===== config.mk =====
export PLATFORM = sky130hd
export DESIGN_NAME = alu_axil_regs
export DESIGN_NICKNAME = d
export VERILOG_FILES = /design/src/rtl/alu_axil_pkg.sv /design/src/rtl/alu_axil_regs.sv
export SDC_FILE = /design/constraint.sdc
export NUM_CORES = 1
export LEC_CHECK = 0
export CAP_MARGIN = 20
export CORE_MARGIN = 4
export CORE_UTILIZATION = 42
export CTS_CLUSTER_DIAMETER = 40
export DETAILED_ROUTE_END_ITERATION = 7
export PLACE_DENSITY = 0.85
export REMOVE_ABC_BUFFERS = 1
export SKIP_LAST_GASP = 1
export SYNTH_ARGS = -nofsm -noshare
export SYNTH_HDL_FRONTEND = slang
export SYNTH_SLANG_ARGS = --single-unit

===== constraint.sdc =====
create_clock -name ACLK -period 4.4 [get_ports ACLK]
set_clock_uncertainty 0.2 [all_clocks]
set_input_delay 0.44 -clock ACLK [delete_from_list [all_inputs] [get_ports ACLK]]
set_output_delay 0.44 -clock ACLK [all_outputs]
set_load 0.01 [all_outputs]

===== src/rtl/alu_axil_pkg.sv =====
// Shared definitions for the ALU AXI4-Lite register front-end:
// register offsets, response codes, opcodes and FSM states.
package alu_axil_pkg;

  localparam logic [4:0] OPA_OFS    = 5'h00;
  localparam logic [4:0] OPB_OFS    = 5'h04;
  localparam logic [4:0] OPCODE_OFS = 5'h08;
  localparam logic [4:0] RESULT_OFS = 5'h0C;
  localparam logic [4:0] WRCNT_OFS  = 5'h10;

  localparam logic [1:0] RESP_OKAY   = 2'b00;
  localparam logic [1:0] RESP_SLVERR = 2'b10;

  typedef enum logic [2:0] {
    ADD = 3'd0,
    AND = 3'd1,
    XOR = 3'd2
  } opcode_e;

  typedef enum logic [2:0] {
    W_IDLE,
    W_HAVE_AW,
    W_HAVE_W,
    W_COMMIT,
    W_RESP
  } wr_state_e;

  typedef enum logic {
    R_IDLE,
    R_DATA
  } rd_state_e;

endpackage


===== src/rtl/alu_axil_regs.sv =====
// AXI4-Lite register front-end driving the 8-bit ALU operands/opcode.
// Optional write counter at 0x10 enabled by ALU_AXIL_WR_COUNT_EN.
module alu_axil_regs
  import alu_axil_pkg::*;
#(
  parameter int          ADDR_WIDTH = 5,
  parameter int          DATA_WIDTH = 32,
  parameter logic [2:0]  OPCODE_RST = ADD
) (
  input  logic                  ACLK,
  input  logic                  ARESETN,
  input  logic [ADDR_WIDTH-1:0] AWADDR,
  input  logic [2:0]            AWPROT,
  input  logic                  AWVALID,
  output logic                  AWREADY,
  input  logic [DATA_WIDTH-1:0] WDATA,
  input  logic [3:0]            WSTRB,
  input  logic                  WVALID,
  output logic                  WREADY,
  output logic [1:0]            BRESP,
  output logic                  BVALID,
  input  logic                  BREADY,
  input  logic [ADDR_WIDTH-1:0] ARADDR,
  input  logic [2:0]            ARPROT,
  input  logic                  ARVALID,
  output logic                  ARREADY,
  output logic [DATA_WIDTH-1:0] RDATA,
  output logic [1:0]            RRESP,
  output logic                  RVALID,
  input  logic                  RREADY,
  output logic [7:0]            operandA,
  output logic [7:0]            operandB,
  output logic [2:0]            opp_code,
  input  logic [7:0]            alu_result
);

  wr_state_e wr_state_q, wr_state_d;
  rd_state_e rd_state_q, rd_state_d;

  logic       awready_q, awready_d;
  logic       wready_q, wready_d;
  logic       bvalid_q, bvalid_d;
  logic [1:0] bresp_q, bresp_d;
  logic [2:0] aw_idx_q, aw_idx_d;
  logic [7:0] wdata_q, wdata_d;
  logic       wstrb0_q, wstrb0_d;
  logic [7:0] opa_q, opa_d;
  logic [7:0] opb_q, opb_d;
  logic [2:0] opc_q, opc_d;

  logic        arready_q, arready_d;
  logic        rvalid_q, rvalid_d;
  logic [31:0] rdata_q, rdata_d;
  logic [1:0]  rresp_q, rresp_d;

  logic        aw_hs, w_hs, ar_hs;
  logic        reg_hit;
  logic        cnt_hit;
  logic [2:0]  rd_idx;
  logic [31:0] rd_val;
  logic [1:0]  rd_resp;
  logic        unused_bits;

`ifdef ALU_AXIL_WR_COUNT_EN
  logic [31:0] wrcnt_q, wrcnt_d;
`endif

  assign aw_hs = AWVALID & awready_q;
  assign w_hs  = WVALID & wready_q;
  assign ar_hs = ARVALID & arready_q;

  assign unused_bits = ^{AWPROT, ARPROT, WSTRB[3:1],
                         WDATA[DATA_WIDTH-1:8],
                         AWADDR[1:0], ARADDR[1:0]};

  always_comb begin
    wr_state_d = wr_state_q;
    aw_idx_d   = aw_idx_q;
    wdata_d    = wdata_q;
    wstrb0_d   = wstrb0_q;
    bvalid_d   = bvalid_q;
    bresp_d    = bresp_q;
    opa_d      = opa_q;
    opb_d      = opb_q;
    opc_d      = opc_q;
    reg_hit    = 1'b0;
    cnt_hit    = 1'b0;
`ifdef ALU_AXIL_WR_COUNT_EN
    wrcnt_d    = wrcnt_q;
`endif
    if (aw_hs) aw_idx_d = AWADDR[4:2];
    if (w_hs) begin
      wdata_d  = WDATA[7:0];
      wstrb0_d = WSTRB[0];
    end
    unique case (wr_state_q)
      W_IDLE: begin
        if (aw_hs && w_hs) wr_state_d = W_COMMIT;
        else if (aw_hs)    wr_state_d = W_HAVE_AW;
        else if (w_hs)     wr_state_d = W_HAVE_W;
      end
      W_HAVE_AW: if (w_hs)  wr_state_d = W_COMMIT;
      W_HAVE_W:  if (aw_hs) wr_state_d = W_COMMIT;
      W_COMMIT: begin
        unique case (1'b1)
          (aw_idx_q == OPA_OFS[4:2]): begin
            reg_hit = 1'b1;
            if (wstrb0_q) opa_d = wdata_q;
          end
          (aw_idx_q == OPB_OFS[4:2]): begin
            reg_hit = 1'b1;
            if (wstrb0_q) opb_d = wdata_q;
          end
          (aw_idx_q == OPCODE_OFS[4:2]): begin
            reg_hit = 1'b1;
            if (wstrb0_q) opc_d = wdata_q[2:0];
          end
`ifdef ALU_AXIL_WR_COUNT_EN
          (aw_idx_q == WRCNT_OFS[4:2]): begin
            cnt_hit = 1'b1;
            wrcnt_d = '0;
          end
`endif
          default: ;
        endcase
`ifdef ALU_AXIL_WR_COUNT_EN
        if (reg_hit) wrcnt_d = wrcnt_q + 32'd1;
`endif
        bresp_d    = (reg_hit || cnt_hit) ? RESP_OKAY
                                          : RESP_SLVERR;
        bvalid_d   = 1'b1;
        wr_state_d = W_RESP;
      end
      W_RESP: begin
        if (BREADY) begin
          bvalid_d   = 1'b0;
          wr_state_d = W_IDLE;
        end
      end
      default: wr_state_d = W_IDLE;
    endcase
    awready_d = (wr_state_d == W_IDLE) ||
                (wr_state_d == W_HAVE_W);
    wready_d  = (wr_state_d == W_IDLE) ||
                (wr_state_d == W_HAVE_AW);
  end

  // Read mux sees pre-write values when a write commits the same edge.
  always_comb begin
    rd_idx  = ARADDR[4:2];
    rd_val  = '0;
    rd_resp = RESP_SLVERR;
    unique case (1'b1)
      (rd_idx == OPA_OFS[4:2]): begin
        rd_val  = {24'b0, opa_q};
        rd_resp = RESP_OKAY;
      end
      (rd_idx == OPB_OFS[4:2]): begin
        rd_val  = {24'b0, opb_q};
        rd_resp = RESP_OKAY;
      end
      (rd_idx == OPCODE_OFS[4:2]): begin
        rd_val  = {29'b0, opc_q};
        rd_resp = RESP_OKAY;
      end
      (rd_idx == RESULT_OFS[4:2]): begin
        rd_val  = {24'b0, alu_result};
        rd_resp = RESP_OKAY;
      end
`ifdef ALU_AXIL_WR_COUNT_EN
      (rd_idx == WRCNT_OFS[4:2]): begin
        rd_val  = wrcnt_q;
        rd_resp = RESP_OKAY;
      end
`else
      (rd_idx == WRCNT_OFS[4:2]): ;
`endif
      default: ;
    endcase
  end

  always_comb begin
    rd_state_d = rd_state_q;
    rvalid_d   = rvalid_q;
    rdata_d    = rdata_q;
    rresp_d    = rresp_q;
    unique case (rd_state_q)
      R_IDLE: begin
        if (ar_hs) begin
          rdata_d    = rd_val;
          rresp_d    = rd_resp;
          rvalid_d   = 1'b1;
          rd_state_d = R_DATA;
        end
      end
      R_DATA: begin
        if (RREADY) begin
          rvalid_d   = 1'b0;
          rd_state_d = R_IDLE;
        end
      end
      default: rd_state_d = R_IDLE;
    endcase
    arready_d = (rd_state_d == R_IDLE);
  end

  always_ff @(posedge ACLK) begin
    if (!ARESETN) begin
      wr_state_q <= W_IDLE;
      rd_state_q <= R_IDLE;
      awready_q  <= 1'b0;
      wready_q   <= 1'b0;
      bvalid_q   <= 1'b0;
      bresp_q    <= RESP_OKAY;
      aw_idx_q   <= '0;
      wdata_q    <= '0;
      wstrb0_q   <= 1'b0;
      opa_q      <= '0;
      opb_q      <= '0;
      opc_q      <= OPCODE_RST;
      arready_q  <= 1'b0;
      rvalid_q   <= 1'b0;
      rdata_q    <= '0;
      rresp_q    <= RESP_OKAY;
`ifdef ALU_AXIL_WR_COUNT_EN
      wrcnt_q    <= '0;
`endif
    end else begin
      wr_state_q <= wr_state_d;
      rd_state_q <= rd_state_d;
      awready_q  <= awready_d;
      wready_q   <= wready_d;
      bvalid_q   <= bvalid_d;
      bresp_q    <= bresp_d;
      aw_idx_q   <= aw_idx_d;
      wdata_q    <= wdata_d;
      wstrb0_q   <= wstrb0_d;
      opa_q      <= opa_d;
      opb_q      <= opb_d;
      opc_q      <= opc_d;
      arready_q  <= arready_d;
      rvalid_q   <= rvalid_d;
      rdata_q    <= rdata_d;
      rresp_q    <= rresp_d;
`ifdef ALU_AXIL_WR_COUNT_EN
      wrcnt_q    <= wrcnt_d;
`endif
    end
  end

  assign AWREADY  = awready_q;
  assign WREADY   = wready_q;
  assign BVALID   = bvalid_q;
  assign BRESP    = bresp_q;
  assign ARREADY  = arready_q;
  assign RVALID   = rvalid_q;
  assign RDATA    = rdata_q;
  assign RRESP    = rresp_q;
  assign operandA = opa_q;
  assign operandB = opb_q;
  assign opp_code = opc_q;

endmodule


Word level (Yosys, flattened, before mapping)
Cells that the tools add are included.
{"block": "totals", "mem_count": 0, "output_inout_bits": 60, "latch_bits": 0, "word_cells": 71, "ram_bits": 0, "in_bits": 67, "ff_bits": 76, "romBits": 0}
{"block": "op_classes", "magnitude_cmp": 0, "div": 0, "eq_ne": 14, "n_addsub": 0, "shift": 0, "bitwise_logic": 5, "n_mux": 20, "n_reduce_logical": 16, "multipliers": 0}
{"cell": "one-hot mux 8 bit (4 select lines)", "count": 1}
{"cell": "equality test 3 x 2 -> 1 bit (second input constant)", "count": 6}
{"cell": "2-to-1 mux 3 bit", "count": 6}
{"cell": "one-hot mux 3 bit (5 select lines)", "count": 1}
{"cell": "equality test 3 x 1 -> 1 bit (second input constant)", "count": 4}
{"cell": "logical NOT 3 bit", "count": 4}
{"cell": "AND reduction 3 bit", "count": 3}
{"cell": "2-to-1 mux 1 bit", "count": 7}
{"cell": "!= test 2 bit (second input constant)", "count": 3}
{"cell": "one-hot mux 1 bit (2 select lines)", "count": 3}
{"cell": "AND reduction 2 bit", "count": 3}
{"cell": "2-to-1 mux 2 bit", "count": 2}
{"cell": "OR reduction 4 bit", "count": 1}
{"cell": "AND 1 bit", "count": 3}
{"cell": "equality test 3 bit (second input constant)", "count": 1}
{"cell": "OR reduction 3 bit", "count": 1}
{"cell": "logical OR 1 bit", "count": 2}
{"cell": "inverter 1 bit", "count": 2}
{"cell": "nonzero test 2 bit", "count": 1}
{"cell": "logical AND 1 bit", "count": 1}

Longest topological paths before layout
Gate-level depths: netlist of run 1.
{"block": "logic_depth", "depth_word": 7, "mapped_depth": 5}

Worst setup path before layout of run 1
No wires, ideal clock.
{"block": "synth_timing", "kind": "register to register", "from": "reg aw_idx_q[0]", "to": "reg opa_q[2] (netlist: operandA[2])", "synth_period_minus_slack_ps": 1496, "stages_incl_launch_ff": 5, "t_required_ps": 4082, "path_slack_ps": 2904, "path_buffers": 1, "arrival_ps": 1178, "setup_ps": 118, "path_cell_list": "dfxtp_1 > or4b_1 > buf_2 > o21ai_1 > a21boi_1"}
{"block": "synth_between", "elab_chain_len": 2}
{"item": "from (decl)", "line_no": "alu_axil_regs.sv:44", "text": "logic [2:0] aw_idx_q, aw_idx_d;"}
{"item": "from (signal assigned)", "line_no": "alu_axil_regs.sv:235", "text": "aw_idx_q <= aw_idx_d;"}
{"item": "logical NOT 3 bit", "line_no": "alu_axil_regs.sv:106", "text": "(aw_idx_q == OPA_OFS[4:2]): begin"}
{"item": "AND reduction 3 bit (no line)"}
{"item": "to (signal assigned)", "line_no": "alu_axil_regs.sv:238", "text": "opa_q <= opa_d;"}
{"item": "to (decl)", "line_no": "alu_axil_regs.sv:47", "text": "logic [7:0] opa_q, opa_d;"}
Every way passes these cells.
A chain may end at the register's enable or synchronous reset.

Final worst setup path of run 1
{"block": "layout_timing", "from": "in ARADDR[2]", "to": "reg rdata_q[2] (netlist: RDATA[2])"}
{"block": "layout_between", "elab_chain_len": 2}
{"item": "from (decl)", "line_no": "alu_axil_regs.sv:23", "text": "input logic [ADDR_WIDTH-1:0] ARADDR,"}
{"item": "equality test 3 x 2 -> 1 bit (tied with other cells)", "line_no": "alu_axil_regs.sv:166", "text": "(rd_idx == RESULT_OFS[4:2]): begin"}
{"item": "one-hot mux 8 bit (4 select lines) *", "line_no": "alu_axil_regs.sv:153", "text": "unique case (1'b1)"}
{"item": "to (signal assigned)", "line_no": "alu_axil_regs.sv:243", "text": "rdata_q <= rdata_d;"}
{"item": "to (decl)", "line_no": "alu_axil_regs.sv:53", "text": "logic [31:0] rdata_q, rdata_d;"}
Mark *: on every way between the ends. The rest lies on a longest branch, timed or not.

==> flow_metrics.env, run 1 <==
export IMPL_status="completed"
export IMPL_h_tree_depth=2
export IMPL_final_core_util=0.574
export IMPL_maxCapViolations=0
export IMPL_ys_seq_area_frac=0.426
export IMPL_period_share=0.472
export IMPL_start_util=0.446
export IMPL_power_density_cell_area_nw_per_um2=297
export IMPL_grtUsageTotal=0.148
export IMPL_overflow=0
export IMPL_ys_async_sr_fraction=0
export IMPL_seqPwrFrac=0.534
export IMPL_synth_area_per_cell_um2=9.26
export IMPL_startpoint_type="input pin"
export IMPL_p_leak_nw=1.09
export IMPL_cts_root_buf="clkbuf_8"
export IMPL_diodes=0
export IMPL_core_area_um2=5270
export IMPL_detail_route_antenna_nets=0
export IMPL_fin_setup_tns_ns=0
export IMPL_rsz0062_at_grt="false"
export IMPL_grt_pass1_wl_mm=8.46
export IMPL_cts_tree="yes"
export IMPL_clk_latency_ns=0.31
export IMPL_dr_pass1_iters=4
export IMPL_worst_slew_pin_slew_ns=0.804
export IMPL_max_freq_mhz=482
export IMPL_ff_latch_area_um2=1000
export IMPL_grt_max_degree=33
export IMPL_fin_nets=377
export IMPL_vias=1936
export IMPL_dp_hpwl_mm=3.89
export IMPL_yosysWarnings=0
export IMPL_slew_violations=0
export IMPL_antenna_found_initial=0
export IMPL_clock_path_buffers=2
export IMPL_switchingPower_mw=0.207
export IMPL_gp_congestion=0.778
export IMPL_die_y_um=82.8
export IMPL_p_int_mw=0.690
export IMPL_hold_violations=0
export IMPL_num_rows=26
export IMPL_drcViolationCount=0
export IMPL_ioPinCount=127
export IMPL_fill_cells=480
export IMPL_netlist_instances=254
export IMPL_switching_share=0.231
export IMPL_cts_resized=0
export IMPL_period_needed_ns=2.08
export IMPL_cp_arrival_ns=2.07
export IMPL_io_buffer_count=63
export IMPL_synthTopCellsByArea="dfxtp_1 (43%), buf_4 (8.3%), a21boi_0 (8.0%)"
export IMPL_clockPowerShare=0.351
export IMPL_die_area_um2=6860
export IMPL_postCtsSetupBuffers=0
export IMPL_end_kind="register"
export IMPL_grt_pass1_vias=1730
export IMPL_wl_per_cell_um=13.5
export IMPL_ys_seq_elements=50
export IMPL_avgViaCountPerCell=5.08
export IMPL_multi_input_area_um2=1180
export IMPL_setup_violations=0
export IMPL_netlist_area_um2=2350
export IMPL_die_w_um=82.8
export IMPL_irDropWorstVdd_v=0.000189
export IMPL_maxSlewHeadroom=0.463
export IMPL_routed_wl_mm=5.13
export IMPL_worstPathMaxFanout=13
export IMPL_required_ns=4.40
export IMPL_numCtsBuffers=5
export IMPL_drt_iter0_drc=95
export IMPL_synth_ff_type="dfxtp_1"
export IMPL_combPwrFrac=0.115
export IMPL_synth_edf_count=0
export IMPL_yosysTopAreaCell="dfxtp_1"
export IMPL_drive_gt1_frac=0.0611
export IMPL_hold_class="register to register"
export IMPL_hold_buffers=0
export IMPL_yosys_cell_types_count=38
export IMPL_path_clk_slew_ns=0.08
export IMPL_path_class="input pin to register"
export IMPL_area_growth_pct=28.6
export IMPL_yosysTopAreaCellShare=0.426
export IMPL_cts_sinks=50
[flip-flops by register name, indices dropped and copies added, names as in the netlist, 3 cells and up]
signal	count
wr_state_q	3
wdata_q	8
operandB	8
RDATA	8
opp_code	3
operandA	8
aw_idx_q	3
[kinds of logic after synthesis]
kind of cell / after synthesis / share of synthesized area
muxes: 11 / 0.0639
other: 1 / 0.00160
and+or+nand+nor: 78 / 0.187
DFF: 50 / 0.426
AOI/OAI and AO/OA: 73 / 0.210
buffers and inverters: 41 / 0.111
[cells in the mapped netlist, drive strengths merged (2+ instances only)]
library cell,n
mux4,3
nand2b,2
buf,32
nor2,3
dfxtp,50
mux2i,6
nor2b,4
mux2,2
clkbuf,9
and2,2
nand3b,3
o21ai,25
a21oi,3
o21a,2
a21boi,33
a22o,8
nand2,26
nor3,2
nand3,27
[cell usage in the layout (no fill, tap or decap), drive strengths merged, types with 3 or more instances in the layout]
cell           synthesis  layout
nor2                   3       3
nand2                 26      26
dfxtp                 50      50
nand3b                 3       3
a21boi                33      33
conb                   1      26
mux2i                  6       6
a21oi                  3       3
clkdlybuf4s50          0      63
mux4                   3       3
a22o                   8       8
o21ai                 25      25
nor2b                  4       4
nand3                 27      27
clkbuf                 9       7
[final timing paths]
path,from,to,slack [ns],depth (start not counted)
min,RVALID,RVALID,0.27,2
max reg2reg,aw_idx_q[0],operandB[5],2.55,4
max,ARADDR[2],RDATA[2],2.32,3
min reg2reg,RVALID,RVALID,0.27,2
[power groups by stage]
stage | registers [mW] | clock network, mW | logic (mW)
6_report | 0.479 | 0.315 | 0.103
5_1_grt | 0.482 | 0.339 | 0.112
4_1_cts | 0.479 | 0.319 | 0.104
3_5_place_dp | 0.490 | 0 | 0.103
3_3_place_gp | 0.489 | 0 | 0.102
2_1_floorplan | 0.489 | 0 | 0.0481
[through the flow]
stage	hold WS [ns]	worst slack, ns	power (mW)	std cells	area [um^2]
2_1_floorplan	0.256	2.75	0.537	238	2180
3_3_place_gp	0.258	2.01	0.590	373	2920
3_5_place_dp	0.266	1.99	0.593	373	2920
4_1_cts	0.277	2.32	0.902	381	3020
5_1_grt	0.295	2.24	0.933	381	3020
6_report	0.273	2.32	0.897	381	3020
[cell type report]
| class | instances | share of cell area |
|---|---|---|
| multi-input combinational | 188 | 0.391 |
| sequential | 50 | 0.331 |
| timing repair buffer | 65 | 0.214 |
| tap | 70 | 0.0290 |
| clock buffer | 7 | 0.0252 |
| clock inverter | 1 | 0.00993 |
[worst max-delay path: stages]
cell	delay [ns]
clkdlybuf4s50_1	0.87
mux4_2	0.57
a22o_1	0.19
[routing by layer]
| metal | GRT usage | vias up | wire [um] |
|---|---|---|---|
| met5 | 0 | - | 0 |
| met2 | 0.235 | 79 | 2350 |
| li1 | - | 960 | - |
| met3 | 0.0465 | 9 | 409 |
| met1 | 0.193 | 888 | 2290 |
| met4 | 0.0461 | 0 | 82 |
(Power assumes the default switching activity.)
==> inputs of run 2 (changes only) <==
- CORE_UTILIZATION: 42 -> 39
- PLACE_DENSITY: 0.85 -> 0.79
- clock period: 4.4 -> 1.93 ns (I/O delays scaled with it)
==> run 2 against run 1 <==
Combinational power up 140%. Critical path depth unchanged. Sequential power grew 130%. First-iteration DRC count grew 46%. Clock power increased to 2.8 times the previous value. Global-route usage is 0.058 points lower. Power grew 150%. Worst setup slack got worse by 2.1 ns. Clock-buffer cell count decreased by 2. Final cell count is 2.4% higher. Design area rose by 3.1%. Core utilization decreased by 4.4 points.
==> flow_metrics.env, run 2 (same netlist as run 1, synthesis figures left out) <==
export IMPL_rr_worst_depth=3
export IMPL_worst_slew_pin_slew_ns=0.494
export IMPL_maxSlewHeadroom=0.669
export IMPL_fin_nets=381
export IMPL_max_freq_mhz=592
export IMPL_setup_violations=0
export IMPL_whs_ns=0.237
export IMPL_h_tree_depth=2
export IMPL_numCtsBuffers=5
export IMPL_vias=1985
export IMPL_period_needed_ns=1.69
export IMPL_grt_max_degree=38
export IMPL_final_common_cell="clkdlybuf4s50_1"
export IMPL_hold_depth=3
export IMPL_rr_startpoint="aw_idx_q[0]"
export IMPL_cpPeakStageDelay_ns=0.73
export IMPL_ioPinCount=127
export IMPL_path_cells="or4b_1, o21ai_1, a21boi_1"
export IMPL_grt_pass1_vias=1760
export IMPL_final_core_util=0.529
export IMPL_hold_violations=0
export IMPL_dr_pass1_iters=4
export IMPL_power_density_cell_area_nw_per_um2=711
export IMPL_p_leak_nw=1.13
export IMPL_num_rows=28
export IMPL_dp_hpwl_mm=4.06
export IMPL_grt_pass1_wl_mm=8.64
export IMPL_cts_tree="yes"
export IMPL_r2r_end="operandA[4]"
export IMPL_detail_route_antenna_nets=0
export IMPL_io_buffer_count=63
export IMPL_start_util=0.399
export IMPL_end_kind="register"
export IMPL_overflow=0
export IMPL_period_share=0.875
export IMPL_gp_congestion=0.787
export IMPL_place_inst=382
export IMPL_area_growth_pct=32.5
export IMPL_drive_gt1_frac=0.0794
export IMPL_diodes=0
export IMPL_drt_iter0_drc=139
export IMPL_worstPathMaxFanout=8
export IMPL_status="completed"
export IMPL_cp_arrival_ns=1.70
export IMPL_cts_resized=0
export IMPL_regToRegSetupSlack_ns=0.24
export IMPL_slew_violations=0
export IMPL_core_area_um2=5890
export IMPL_startpoint_type="register"
export IMPL_hp_start="WDATA[3]"
export IMPL_irDropWorstVdd_v=0.000392
export IMPL_path_class="register to register"
export IMPL_wl_per_cell_um=13.9
export IMPL_die_area_um2=7330
export IMPL_die_w_um=85.6
export IMPL_whs_endpoint="wdata_q[3]"
export IMPL_grtUsageTotal=0.148
export IMPL_hold_class="input pin to register"
export IMPL_cts_root_buf="clkbuf_8"
export IMPL_antenna_found_initial=0
export IMPL_die_y_um=85.6
export IMPL_fin_cells=390
export IMPL_drcViolationCount=0
export IMPL_required_ns=1.94
export IMPL_hold_buffers=0
export IMPL_cts_sinks=50
export IMPL_path_clk_slew_ns=0.10
export IMPL_layout_common_cells="clkdlybuf4s50_1 (63), dfxtp_1 (50), nand3_1 (27), nand2_1 (26), conb_1 (26)"
export IMPL_crit_slowest_cell="or4b_1"
export IMPL_maxCapViolations=0
export IMPL_clock_path_buffers=2
export IMPL_avgViaCountPerCell=5.09
export IMPL_postCtsSetupBuffers=0
export IMPL_fin_setup_tns_ns=0
export IMPL_routed_wl_mm=5.43
export IMPL_clk_latency_ns=0.31
export IMPL_rsz0062_at_grt="false"
[run 2: cell types whose count changed in the layout (fill, tap and decap cells not counted), sizes merged]
cell	change
bufinv	+1
clkinv	+1
buf	+4
clkbuf	-2
[run 2: per-stage QoR]
step / area [um^2] / setup WS (ns) / power [mW]
floorplan: 2180 / 0.277 / 1.22
global placement: 2980 / 0.0551 / 1.36
detailed placement: 2980 / 0.0414 / 1.36
CTS: 3120 / 0.226 / 2.23
global route: 3120 / 0.133 / 2.30
finish: 3120 / 0.242 / 2.22
[run 2: power by group]
group	total (mW)	switching, mW	internal [mW]	leakage (nW)
registers	1.09	0.0320	1.06	0.406
clock network	0.875	0.356	0.519	0.0683
logic	0.249	0.116	0.132	0.657
total	2.22	0.504	1.71	1.13
[run 2: layout make-up]
class	count	area (um^2)
Fill cell	562	2770
Multi-Input combinational cell	188	1180
Sequential cell	50	1000
Timing Repair Buffer	69	701
Tap cell	75	93.8
Clock buffer	5	68.8
Clock inverter	3	68.8
[run 2: how the worst max path moves through the flow]
| stage | from | to | slack (ns) | cells after the start |
|---|---|---|---|---|
| after floorplan | wstrb0_q | operandB[0] | 0.28 | 3 |
| after global placement | ARADDR[2] | RDATA[2] | 0.06 | 3 |
| after detailed placement | ARADDR[2] | RDATA[7] | 0.04 | 5 |
| after CTS | aw_idx_q[0] | operandA[4] | 0.23 | 3 |
| after global routing | aw_idx_q[0] | operandA[6] | 0.13 | 3 |
| final | aw_idx_q[0] | operandA[4] | 0.24 | 3 |
[run 2: worst max-delay path, delay by kind of cell (launching register included)]
kind	cells	cell delay (ns)
DFF	1	0.38
and+or+nand+nor	1	0.73
AOI/OAI and AO/OA	2	0.29
[run 2: per-layer routing]
layer,wire (um),GRT usage,vias to the layer above
li1,-,-,974
met1,2340,0.187,928
met2,2600,0.251,80
met3,447,0.0403,3
met4,38,0.0345,0
met5,0,0,-
